File: src/rtl/sram_mem_ctrl_pkg.sv
// Shared types and constants for the MEM-stage SRAM controller.
// The controller splits each 32-bit access into two 16-bit SRAM phases.
package sram_mem_ctrl_pkg;

    typedef enum logic [1:0] {
        IDLE,
        LOW,
        HIGH,
        DONE
    } state_t;

    localparam logic [31:0] BASE_ADDR_DEFAULT = 32'd1024;
    localparam int SRAM_AW = 18;
    localparam int SRAM_DW = 16;
    localparam int CNT_W   = 8;

endpackage

File: src/rtl/sram_mem_ctrl_if.sv
// Bundle for the pipeline side (request/ready/load data) and the external SRAM pins.
// The slave modport is the controller; the master modport is the pipeline/SRAM side.
interface sram_mem_ctrl_if;
    import sram_mem_ctrl_pkg::*;

    logic               mem_r_en;
    logic               mem_w_en;
    logic [31:0]        alu_res;
    logic [31:0]        val_rm;
    logic               ready;
    logic [31:0]        read_data;
    logic [SRAM_AW-1:0] sram_addr;
    logic [SRAM_DW-1:0] sram_dq_out;
    logic [SRAM_DW-1:0] sram_dq_in;
    logic               sram_dq_oe;
    logic               sram_we_n;

    modport slave (
        input  mem_r_en, mem_w_en, alu_res, val_rm, sram_dq_in,
        output ready, read_data, sram_addr, sram_dq_out, sram_dq_oe, sram_we_n
    );

    modport master (
        output mem_r_en, mem_w_en, alu_res, val_rm, sram_dq_in,
        input  ready, read_data, sram_addr, sram_dq_out, sram_dq_oe, sram_we_n
    );

endinterface

File: src/rtl/sram_mem_ctrl.sv
// MEM-stage memory controller: one 32-bit load/store becomes a low then a high
// halfword SRAM phase, each ACCESS_CYCLES long, with ready low while busy.
module sram_mem_ctrl
    import sram_mem_ctrl_pkg::*;
#(
    parameter logic [31:0] BASE_ADDR     = BASE_ADDR_DEFAULT,
    parameter int          ACCESS_CYCLES = 2
) (
    input logic           clk,
    input logic           rst,
    sram_mem_ctrl_if.slave bus
);

    state_t             state;
    state_t             next_state;
    logic [CNT_W-1:0]   cnt;
    logic [SRAM_AW-2:0] word_q;
    logic [31:0]        data_q;
    logic               write_q;
    logic [SRAM_DW-1:0] low_q;
    logic               request;
    logic               last_cycle;
    logic               pre_last;
    logic [SRAM_AW-2:0] word_in;

    assign request    = bus.mem_r_en | bus.mem_w_en;
    assign last_cycle = (cnt == CNT_W'(ACCESS_CYCLES - 1));
    assign pre_last   = (cnt == CNT_W'(ACCESS_CYCLES - 2));
    assign word_in    = (SRAM_AW-1)'((bus.alu_res - BASE_ADDR) >> 2);

    always_ff @(posedge clk) begin
        if (rst) begin
            state <= IDLE;
        end else begin
            state <= next_state;
        end
    end

    always_comb begin
        next_state = state;
        case (state)
            IDLE:    if (request) next_state = LOW;
            LOW:     if (last_cycle) next_state = HIGH;
            HIGH:    if (last_cycle) next_state = DONE;
            DONE:    next_state = IDLE;
            default: next_state = IDLE;
        endcase
    end

    // ready is combinational in IDLE so the freeze hits in the request cycle
    always_comb begin
        bus.ready = 1'b0;
        case (state)
            IDLE:    bus.ready = !request;
            DONE:    bus.ready = 1'b1;
            default: bus.ready = 1'b0;
        endcase
    end

    // SRAM pins are loaded one cycle ahead of each phase so they stay stable
    // for the whole phase; we_n rises one cycle before the phase ends.
    always_ff @(posedge clk) begin
        if (rst) begin
            cnt             <= '0;
            word_q          <= '0;
            data_q          <= '0;
            write_q         <= 1'b0;
            low_q           <= '0;
            bus.read_data   <= '0;
            bus.sram_addr   <= '0;
            bus.sram_dq_out <= '0;
            bus.sram_dq_oe  <= 1'b0;
            bus.sram_we_n   <= 1'b1;
        end else begin
            case (state)
                IDLE: begin
                    if (request) begin
                        word_q          <= word_in;
                        data_q          <= bus.val_rm;
                        write_q         <= bus.mem_w_en;
                        cnt             <= '0;
                        bus.sram_addr   <= {word_in, 1'b0};
                        bus.sram_dq_out <= bus.val_rm[15:0];
                        bus.sram_dq_oe  <= bus.mem_w_en;
                        bus.sram_we_n   <= !bus.mem_w_en;
                    end
                end
                LOW: begin
                    if (last_cycle) begin
                        cnt             <= '0;
                        if (!write_q) low_q <= bus.sram_dq_in;
                        bus.sram_addr   <= {word_q, 1'b1};
                        bus.sram_dq_out <= data_q[31:16];
                        bus.sram_we_n   <= !write_q;
                    end else begin
                        cnt <= cnt + CNT_W'(1);
                        if (pre_last) bus.sram_we_n <= 1'b1;
                    end
                end
                HIGH: begin
                    if (last_cycle) begin
                        cnt            <= '0;
                        if (!write_q) bus.read_data <= {bus.sram_dq_in, low_q};
                        bus.sram_dq_oe <= 1'b0;
                        bus.sram_we_n  <= 1'b1;
                    end else begin
                        cnt <= cnt + CNT_W'(1);
                        if (pre_last) bus.sram_we_n <= 1'b1;
                    end
                end
                default: begin
                    cnt <= '0;
                end
            endcase
        end
    end

endmodule

File: src/flat_wrapper.sv
// flat-port wrapper written by rule: the top's interface ports become plain ports
module sram_mem_ctrl_flat import sram_mem_ctrl_pkg::*;
#(
    parameter logic [31:0] BASE_ADDR     = BASE_ADDR_DEFAULT,
    parameter int          ACCESS_CYCLES = 2
)
  (clk, rst, bus_mem_r_en, bus_mem_w_en, bus_alu_res, bus_val_rm, bus_sram_dq_in, bus_ready, bus_read_data, bus_sram_addr, bus_sram_dq_out, bus_sram_dq_oe, bus_sram_we_n);
  sram_mem_ctrl_if bus_i ();
  input logic clk;
  input logic rst;
  input wire logic [$bits(bus_i.mem_r_en)-1:0] bus_mem_r_en;
  input wire logic [$bits(bus_i.mem_w_en)-1:0] bus_mem_w_en;
  input wire logic [$bits(bus_i.alu_res)-1:0] bus_alu_res;
  input wire logic [$bits(bus_i.val_rm)-1:0] bus_val_rm;
  input wire logic [$bits(bus_i.sram_dq_in)-1:0] bus_sram_dq_in;
  output wire logic [$bits(bus_i.ready)-1:0] bus_ready;
  output wire logic [$bits(bus_i.read_data)-1:0] bus_read_data;
  output wire logic [$bits(bus_i.sram_addr)-1:0] bus_sram_addr;
  output wire logic [$bits(bus_i.sram_dq_out)-1:0] bus_sram_dq_out;
  output wire logic [$bits(bus_i.sram_dq_oe)-1:0] bus_sram_dq_oe;
  output wire logic [$bits(bus_i.sram_we_n)-1:0] bus_sram_we_n;
  assign bus_i.mem_r_en = bus_mem_r_en;
  assign bus_i.mem_w_en = bus_mem_w_en;
  assign bus_i.alu_res = bus_alu_res;
  assign bus_i.val_rm = bus_val_rm;
  assign bus_i.sram_dq_in = bus_sram_dq_in;
  assign bus_ready = bus_i.ready;
  assign bus_read_data = bus_i.read_data;
  assign bus_sram_addr = bus_i.sram_addr;
  assign bus_sram_dq_out = bus_i.sram_dq_out;
  assign bus_sram_dq_oe = bus_i.sram_dq_oe;
  assign bus_sram_we_n = bus_i.sram_we_n;
  sram_mem_ctrl #(.BASE_ADDR(BASE_ADDR), .ACCESS_CYCLES(ACCESS_CYCLES)) u_core (.clk(clk), .rst(rst), .bus(bus_i));
endmodule
File: config.mk
export PLATFORM = sky130hd
export DESIGN_NAME = sram_mem_ctrl_flat
export DESIGN_NICKNAME = d
export VERILOG_FILES = /design/src/rtl/sram_mem_ctrl_pkg.sv /design/src/rtl/sram_mem_ctrl_if.sv /design/src/rtl/sram_mem_ctrl.sv /design/src/flat_wrapper.sv
export SDC_FILE = /design/constraint.sdc
export NUM_CORES = 1
export LEC_CHECK = 0
export BUFFER_PORTS_ARGS = -buffer_cell sky130_fd_sc_hd__buf_2
export CORE_ASPECT_RATIO = 0.6
export CORE_MARGIN = 3
export CORE_UTILIZATION = 50
export CTS_BUF_LIST = sky130_fd_sc_hd__clkbuf_16
export CTS_CLUSTER_DIAMETER = 60
export CTS_CLUSTER_SIZE = 14
export DETAILED_ROUTE_END_ITERATION = 12
export GPL_TIMING_DRIVEN = 1
export PLACE_DENSITY = 0.77
export SETUP_SLACK_MARGIN = 0.15
export SLEW_MARGIN = 20
export SYNTH_ARGS = -nofsm -noshare
export SYNTH_HDL_FRONTEND = slang
export SYNTH_SLANG_ARGS = --single-unit
export TNS_END_PERCENT = 1
File: constraint.sdc
create_clock -name clk -period 2.1 [get_ports clk]
set_input_delay 0.42 -clock clk [delete_from_list [all_inputs] [get_ports clk]]
set_output_delay 0.42 -clock clk [all_outputs]
set_load 0.01 [all_outputs]
# Word level (Yosys, flattened, before mapping)
# Index checks and enable logic that the tools add are counted.
[op_classes]
n_reduce_logical = 16
n_lt_le_gt_ge = 0
n_mul = 0
eq_ne = 7
add_sub_neg = 2
div_mod_pow = 0
muxes = 22
shifts = 0
n_bitwise = 2
[ops]
columns = ["operator", "n"]
rows = [
  ["two-way mux 18 bit", 2],
  ["case mux 18 bit (2 select lines)", 1],
  ["two-way mux 16 bit", 2],
  ["case mux 16 bit (2 select lines)", 1],
  ["subtractor 19 x 11 -> 19 bit, second input constant", 1],
  ["two-way mux 8 bit", 2],
  ["case mux 8 bit (2 select lines)", 1],
  ["AND reduction 3 bit", 5],
  ["adder 8 x 1 -> 8 bit, second input constant", 1],
  ["equality test 8 x 1 -> 1 bit, second input constant", 1],
  ["logical NOT 8 bit", 1],
  ["case mux 2 bit (4 select lines)", 1],
  ["two-way mux 1 bit", 6],
  ["two-way mux 2 bit", 3],
  ["inequality test 2 x 1 -> 1 bit, second input constant", 3],
  ["equality test 2 bit, second input constant", 2],
  ["case mux 1 bit (2 select lines)", 2],
  ["AND reduction 2 bit", 2],
  ["nonzero test 2 bit", 2],
  ["logical NOT 1 bit", 3],
  ["case mux 1 bit (3 select lines)", 1],
  ["nonzero test 3 bit", 1],
  ["equality test 2 x 1 -> 1 bit, second input constant", 1],
  ["logical NOT 2 bit", 1],
  ["other kinds (3)", 3],
]
[word_totals]
reg_bits = 144
in_bits = 84
rom_bits = 0
latch_bits = 0
mem_count = 0
wordCells = 60
ramBits = 0

# Depth between registers and ports, before layout
# Gate-level depths: netlist of the first run.
[depth]
word_depth = 4
depth_mapped = 9
ltp_nobuf = 6

# Worst setup path before layout of the first run
# No wires, ideal clock.
[synth_timing]
path_type = "register -> output"
from = "register u_core.state[0]"
to = "output bus_ready"
arrival_time_ps = 1582
stages_incl_launch_ff = 7
required_ps = 1680
setup_slack_ps = 98
cell_sequence = "dfxtp_1 -> inv_1 -> ha_1 -> nor3b_2 -> clkbuf_1 -> nor2_1 -> nor2_1"
[synth_between]
elab_chain_len = 2
word_cells_on_any_way = 3
cone_classes = "eq/ne: 1; mux: 1; reduce/logical: 1"
[synth_rtl]
columns = ["element", "line_no", "text"]
rows = [
  ["start: declaration", "sram_mem_ctrl.sv:14", "state_t state;"],
  ["start signal: assignment", "sram_mem_ctrl.sv:35", "state <= next_state;"],
  ["equality test 2 bit or logical NOT 2 bit (tied branches)", "sram_mem_ctrl.sv:53", "case (state)"],
  ["case mux 1 bit (2 select lines) (*)", "sram_mem_ctrl.sv:53", ""],
  ["end: declaration", "flat_wrapper.sv:16", "output wire logic [$bits(bus_i.ready)-1:0] bus_ready;"],
]
# Mark *: on every way between the ends. The rest lies on a longest branch, timed or not.

# Worst setup path in the final report of the first run
[layout_timing]
from = "register u_core.cnt[1]"
to = "register u_core.bus.sram_dq_out[1]"
[layout_between]
elab_chain_len = 3
[layout_rtl]
columns = ["element", "line_no", "text"]
rows = [
  ["start: declaration", "sram_mem_ctrl.sv:16", "logic [CNT_W-1:0] cnt;"],
  ["start signal: assignment", "sram_mem_ctrl.sv:96", "cnt <= cnt + CNT_W'(1);"],
  ["start signal: assignment", "sram_mem_ctrl.sv:107", "cnt <= cnt + CNT_W'(1);"],
  ["equality test 8 x 1 -> 1 bit", "sram_mem_ctrl.sv:27", "assign last_cycle = (cnt == CNT_W'(ACCESS_CYCLES - 1));"],
  ["inequality test 2 x 1 -> 1 bit (no line)", "--", ""],
  ["AND reduction 3 bit (no line)", "--", ""],
  ["end signal: assignment", "sram_mem_ctrl.sv:83", "bus.sram_dq_out <= bus.val_rm[15:0];"],
  ["end signal: assignment", "sram_mem_ctrl.sv:93", "bus.sram_dq_out <= data_q[31:16];"],
  ["end: declaration", "sram_mem_ctrl_if.sv:20", "output ready, read_data, sram_addr, sram_dq_out, sram_dq_oe, sram_we_n"],
]
# Every way passes these cells.
# A chain may end at the register's enable or synchronous reset.

==> out/results.tsv, run 1 <==
stage	metric	value	unit
timing	min_period_over_period	0.921	
route	vias	4595	
route	first_pass_iters	7	
route	routed_wl	13.3	mm
timing	timing.slew.headroom	0.642	
worst_setup_path	max_stage_delay	340	ps
worst_setup_path	setup.worst_path.end_class	flip-flop	
route	drt_iter0_drc	330	
synth	synth_ff_type	dfxtp_1	
worst_setup_path	start_kind	flip-flop	
timing	finClkSkew	7.75	ps
synth	syn_inst	585	
pwr	p_leak	0.00330	µW
grt	grt_pass1_wl	21.9	mm
route	viasPerCell	5.31	
floorplanning	row_count	28	
cts	clk_latency	400	ps
placement	port-buffer-count	137	
worst_setup_path	path_class	reg -> reg	
finish	final_cell_mix	buf_2, dfxtp_1, nor2_1	
timing	max_freq	517	MHz
cts	hold_buffers	0	
floorplanning	coreArea	10200	µm²
cts	clock_path_buffers	2	
synth	synth_edf_count	0	
hold_path	hp-class	in -> reg	
placement	dp_cells	833	
worst_setup_path	crit_path_top_delay_cell	dfxtp_1	
synth	ys_seq_area_frac	0.470	
timing	period_minus_slack	1930	ps
synth	async_flop_share	0	
finish	fillers	830	
pwr	combPwrFrac	0.384	
timing	finalWorstSetupSlack	166	ps
placement	gp_congestion	0.826	
grt	grt_pass1_vias	4491	
synth	netlist_area	5450	µm²
placement	hpwlAfterDp	9.30	mm
floorplanning	io_pins	153	
synth	synth_seq_cells	128	
cts	htreeDepth	4	
grt	antenna_found_initial	0	
finish	nNetsFinal	812	
synth	post_synth.cell_area_avg	9.31	µm²
pwr	power.internal	6210	µW
timing	slew_viol_final	0	
finish	drive_gt1_frac	0.289	
floorplanning	die_width	141	µm
finish	final_common_cell	buf_2	
cts	cts.sinks	128	
pwr	ir_drop	0.677	mV
finish	syn2layout_area_growth	27.2	%
floorplanning	dieArea	12200	µm²
pwr	clock_power_share	0.276	
pwr	power.total	9710	µW
placement	pre_cts_ws	41.2	ps
finish	fin_cells	866	
synth	synth_cell_types	51	
timing	tightestPinTransition	536	ps
job	maxCapViolCount	0	
timing	finalHoldViolations	0	
cts	tritoncts	built	
cts	clk_pin_slew	60	ps
route	drt_drc_violations_left	0	
timing	setup_viol	0	
worst_setup_path	crit_fanout	24	
grt	grt_remaining_overflow	0	
cts	cts_buffers	17	
pwr	p_per_area	1400	nW/µm²
floorplanning	start_util	0.533	
floorplanning	die_h	86.9	µm
synth	syn_nets	679	
worst_setup_path	critPathArrivalTime	2240	ps
timing	rsz0062_at_grt	yes	
worst_setup_path	crit_required	2400	ps
finish	n_antenna_cell	0	
pwr	p_switching	3500	µW
synth	synth-warning-count	0	
grt	grt_max_degree	53	
outcome	status	complete, no violations	
grt	grt_util_all_layers	0.221	
cts	root_buffer	clkbuf_16	
pwr	pwr-share-seq	0.339	
pwr	swShare	0.361	
worst_setup_path	crit_chain	inv_1 > ha_1 > nor3b_4 > buf_6 > a31o_2 > buf_12 > a21oi_1 > a211oi_1	
route	routedWlPerCell	15.3	µm
route	ant_nets	0	
timing	finalSetupTns	0	ps
[flip-flops by register name (all words and copies together), names as in the netlist]
register,count
u_core.state,2
u_core.bus.sram_we_n,1
u_core.bus.read_data,32
u_core.cnt,8
u_core.bus.sram_dq_out,16
u_core.bus.sram_dq_oe,1
u_core.low_q,16
u_core.bus.sram_addr,18
u_core.write_q,1
u_core.word_q,17
u_core.data_q,16
[synth_stat cells, types with 3 or more instances]
master | instances | area [µm²]
a211oi_1 | 32 | 240
dfxtp_1 | 128 | 2560
nand2_1 | 55 | 206
a21oi_1 | 66 | 330
nand3_1 | 6 | 30.0
inv_1 | 11 | 41.3
nand2b_1 | 7 | 43.8
o21ai_0 | 12 | 60.1
nor2_1 | 75 | 282
buf_2 | 11 | 55.1
nor3_1 | 4 | 20.0
nor2b_1 | 5 | 31.3
mux2i_1 | 74 | 741
a21boi_0 | 3 | 22.5
xor2_1 | 6 | 52.6
buf_4 | 4 | 30.0
xnor2_1 | 5 | 43.8
clkbuf_1 | 26 | 97.6
ha_1 | 10 | 125
a41o_1 | 3 | 30.0
[repair_timing]
action | in CTS | in global routing
endpoints found under the hold margin | 0 | 0
endpoints found under the setup margin | 33 | 53
resized for setup | 5 | 8
buffers inserted | 1 | 0
pin swaps | 0 | 1
[area by class of cell]
class	instances	area (µm²)	share of cell area
clock inverters	15	124	0.0179
multi-input cells	403	2680	0.387
repair buffers	157	925	0.133
clock buffers	17	425	0.0614
well taps	135	169	0.0244
inverters	11	41.3	0.00596
flip-flops and latches	128	2560	0.370
[power by group through the flow]
stage / Sequential [µW] / Clock (µW) / Combinational, µW
after global routing: 3360 / 2870 / 4080
after floorplan: 3400 / 0 / 2330
final: 3290 / 2680 / 3730
after detailed placement: 3320 / 0 / 3600
after CTS: 3280 / 2730 / 3680
after global placement: 3290 / 0 / 3480
[through the flow]
stage | instance area (µm²) | hold WS [ps] | utilization
2_1_floorplan | 5460 | 436 | -
3_3_place_gp | 6330 | 441 | 0.619
3_5_place_dp | 6330 | 446 | 0.619
4_1_cts | 6910 | 234 | 0.675
5_1_grt | 6930 | 235 | 0.678
6_report | 6930 | 250 | 0.678
[layer usage]
layer | part of all wire | wire (µm) | vias up | track usage
met4 | 0.011 | 150 | 0 | 0.0616
li1 | - | - | 2305 | -
met2 | 0.46 | 6160 | 118 | 0.359
met3 | 0.057 | 753 | 15 | 0.0653
met1 | 0.47 | 6220 | 2157 | 0.290
met5 | 0 | 0 | - | 0
[worst max-delay path: cells and delay by family, from the launching register on]
family	cells	cell delay (ps)
AOI/OAI and AO/OA	3	580
adders and majority gates	1	170
buffers and inverters	3	430
DFF	1	340
and+or+nand+nor	1	310
[path summary, 6_finish.rpt]
| path | end | cells past startpoint | slack (ps) | startpoint |
|---|---|---|---|---|
| worst max-delay path | u_core.bus.sram_dq_out[1] | 8 | 170 | u_core.cnt[1] |
| worst min-delay path | u_core.data_q[18] | 3 | 250 | bus_val_rm[18] |
| worst max register to register | u_core.bus.sram_dq_out[1] | 8 | 170 | u_core.cnt[1] |
| worst min register to register | u_core.word_q[4] | 2 | 450 | u_core.word_q[4] |
[cells by family (layout without fill, tap and decap cells)]
family                   Yosys count  after routing  synth area share
adder cells (fa/ha/maj)           10             10            0.0230
multiplexers                      74             74             0.136
flip-flops                       128            128             0.470
AND/OR/NAND/NOR                  177            177             0.158
AO/OA/AOI/OAI                    131            131             0.150
buffers and inverters             54            200            0.0452
XOR/XNOR                          11             11            0.0177
Note: power is estimated with default switching activity, not from simulation.
==> run 2, diff against run 1 <==
--- a/config.mk
+++ b/config.mk
@@ -9,7 +9,6 @@
 export CORE_ASPECT_RATIO = 0.6
 export CORE_MARGIN = 3
 export CORE_UTILIZATION = 50
-export CTS_BUF_LIST = sky130_fd_sc_hd__clkbuf_16
 export CTS_CLUSTER_DIAMETER = 60
 export CTS_CLUSTER_SIZE = 14
 export DETAILED_ROUTE_END_ITERATION = 12
==> run 2 against run 1 <==
  * Non-clock buffer count stayed put
  * Register-to-register slack is essentially flat
  * Power increased by 0.29%
  * Sequential share of layout area shrank 0.053 points
  * Fmax rose by 0.19%
  * Sequential cell count unchanged
  * Worst setup slack gained 3.7 ps
  * First-iteration DRC count increased by 0.91%
  * Global-route usage hardly changed
==> out/results.tsv, run 2 (same netlist as run 1, synthesis figures left out) <==
stage	metric	value	unit
finish	final_common_cell	buf_2	
worst_setup_path	crit_required	2410	ps
route	routed_wl	13.3	mm
timing	setup_viol	0	
cts	clock_path_buffers	2	
worst_setup_path	critPathArrivalTime	2240	ps
pwr	ir_drop	0.674	mV
finish	finish.utilization	0.679	
route	first_pass_iters	4	
cts	root_buffer	clkbuf_16	
timing	max_freq	518	MHz
grt	grtUsageMet2	0.362	
finish	final_area	6940	µm²
worst_setup_path	r2r-start	u_core.cnt[1]	
timing	period_minus_slack	1930	ps
worst_setup_path	crit_fanout	24	
pwr	power.total	9740	µW
cts	tritoncts	built	
finish	top_regs	u_core.bus.read_data x32, u_core.bus.sram_addr x18, u_core.word_q x17	
route	routedWlPerCell	15.3	µm
worst_setup_path	crit_path_start	u_core.cnt[1]	
route	drt_iter0_drc	333	
floorplanning	dieArea	12200	µm²
cts	cts.sinks	128	
floorplanning	die_h	86.9	µm
finish	syn2layout_area_growth	27.4	%
grt	grt_remaining_overflow	0	
worst_setup_path	start_kind	flip-flop	
cts	htreeDepth	4	
grt	antenna_found_initial	0	
finish	drive_gt1_frac	0.290	
grt	use_met1	0.290	
floorplanning	die_width	141	µm
grt	busiest_layer	met2	
pwr	p_leak	0.00330	µW
timing	slew_viol_final	0	
route	vias	4591	
placement	gp_congestion	0.826	
cts	clk_latency	410	ps
timing	finalHoldViolations	0	
cts	cts_buffers	17	
pwr	p_per_area	1400	nW/µm²
grt	grt_pass1_wl	21.9	mm
route	ant_nets	0	
route	viasPerCell	5.30	
placement	port-buffer-count	137	
timing	rsz0062_at_grt	yes	
timing	min_period_over_period	0.919	
grt	grt_util_all_layers	0.221	
finish	nNetsFinal	812	
grt	grt_max_degree	53	
hold_path	hp-class	in -> reg	
finish	final_cell_mix	buf_2, dfxtp_1, nor2_1	
floorplanning	row_count	28	
timing	finalSetupTns	0	ps
worst_setup_path	cp_num_buf_inv	3	
placement	place_area	6330	µm²
grt	grt_pass1_vias	4503	
worst_setup_path	max_stage_delay	330	ps
worst_setup_path	crit_path_top_delay_cell	dfxtp_1	
outcome	status	complete, no violations	
timing	tightestPinTransition	539	ps
floorplanning	io_pins	153	
cts	clk_pin_slew	60	ps
timing	timing.slew.headroom	0.641	
job	maxCapViolCount	0	
finish	regMostFlops	u_core.bus.read_data	
finish	largest_reg_flops	32	
timing	finClkSkew	18.8	ps
grt	grtUsageMet3	0.0642	
worst_setup_path	r2r_setup_slack	170	ps
worst_setup_path	cpLargestDelayFamily	compound AO/OA/AOI/OAI gates	
hold_path	hold_path_startpoint	bus_val_rm[17]	
floorplanning	start_util	0.533	
placement	hpwlAfterDp	9.30	mm
worst_setup_path	crit_chain	inv_1 > ha_1 > nor3b_4 > buf_6 > a31o_2 > buf_12 > a21oi_1 > a211oi_1	
worst_setup_path	path_class	reg -> reg	
route	drt_drc_violations_left	0	
floorplanning	coreArea	10200	µm²
finish	n_antenna_cell	0	
worst_setup_path	setup.worst_path.end_class	flip-flop	
## run 2: cell types whose count changed in the layout (fill, tap and decap cells not counted)
cell      change
clkbuf_1      +1
clkbuf_8      +1
inv_1         -1
clkinv_1      -1
## run 2: area by class of cell
class	instances	area, µm²
repair buffers	157	925
clock inverters	13	116
clock buffers	19	443
flip-flops and latches	128	2560
inverters	11	41.3
well taps	135	169
multi-input cells	403	2680
fillers	828	3290
## run 2: stage by stage
| step | setup slack, ps | instances | hold WS [ps] |
|---|---|---|---|
| after floorplan | 171 | 585 | 436 |
| after global placement | 99.5 | 833 | 441 |
| after detailed placement | 41.2 | 833 | 446 |
| after CTS | 145 | 866 | 235 |
| after global routing | 83.4 | 866 | 235 |
| final | 170 | 866 | 246 |
## run 2: timing repair
item	CTS	global route
hold buffers	0	0
cloned	0	0
endpoints found under the setup margin	32	51
pin swaps	0	1
resized for setup	5	8
buffers inserted	1	0
hold endpoints to repair	0	0
## run 2: metal layers
metal,up-vias,share of wire
li1,2311,-
met1,2160,0.45
met2,114,0.48
met3,6,0.061
met4,0,0.0056
met5,-,0
## run 2: report_power, final
group	internal (µW)	switching, µW
Sequential	2980	314
Clock	1650	1080
Combinational	1620	2100
Total	6250	3490
## run 2: path summary, 6_finish.rpt
check,depth (start not counted),endpoint
max,8,u_core.bus.sram_dq_out[1]
min,3,u_core.data_q[17]
max reg2reg,8,u_core.bus.sram_dq_out[1]
min reg2reg,2,u_core.word_q[4]
## run 2: worst reg2reg max path: cells and delay by family (launching register included)
family	cells	cell delay (ps)
AOI/OAI and AO/OA	3	590
buffers and inverters	3	430
adders and majority gates	1	170
DFF	1	330
and+or+nand+nor	1	310
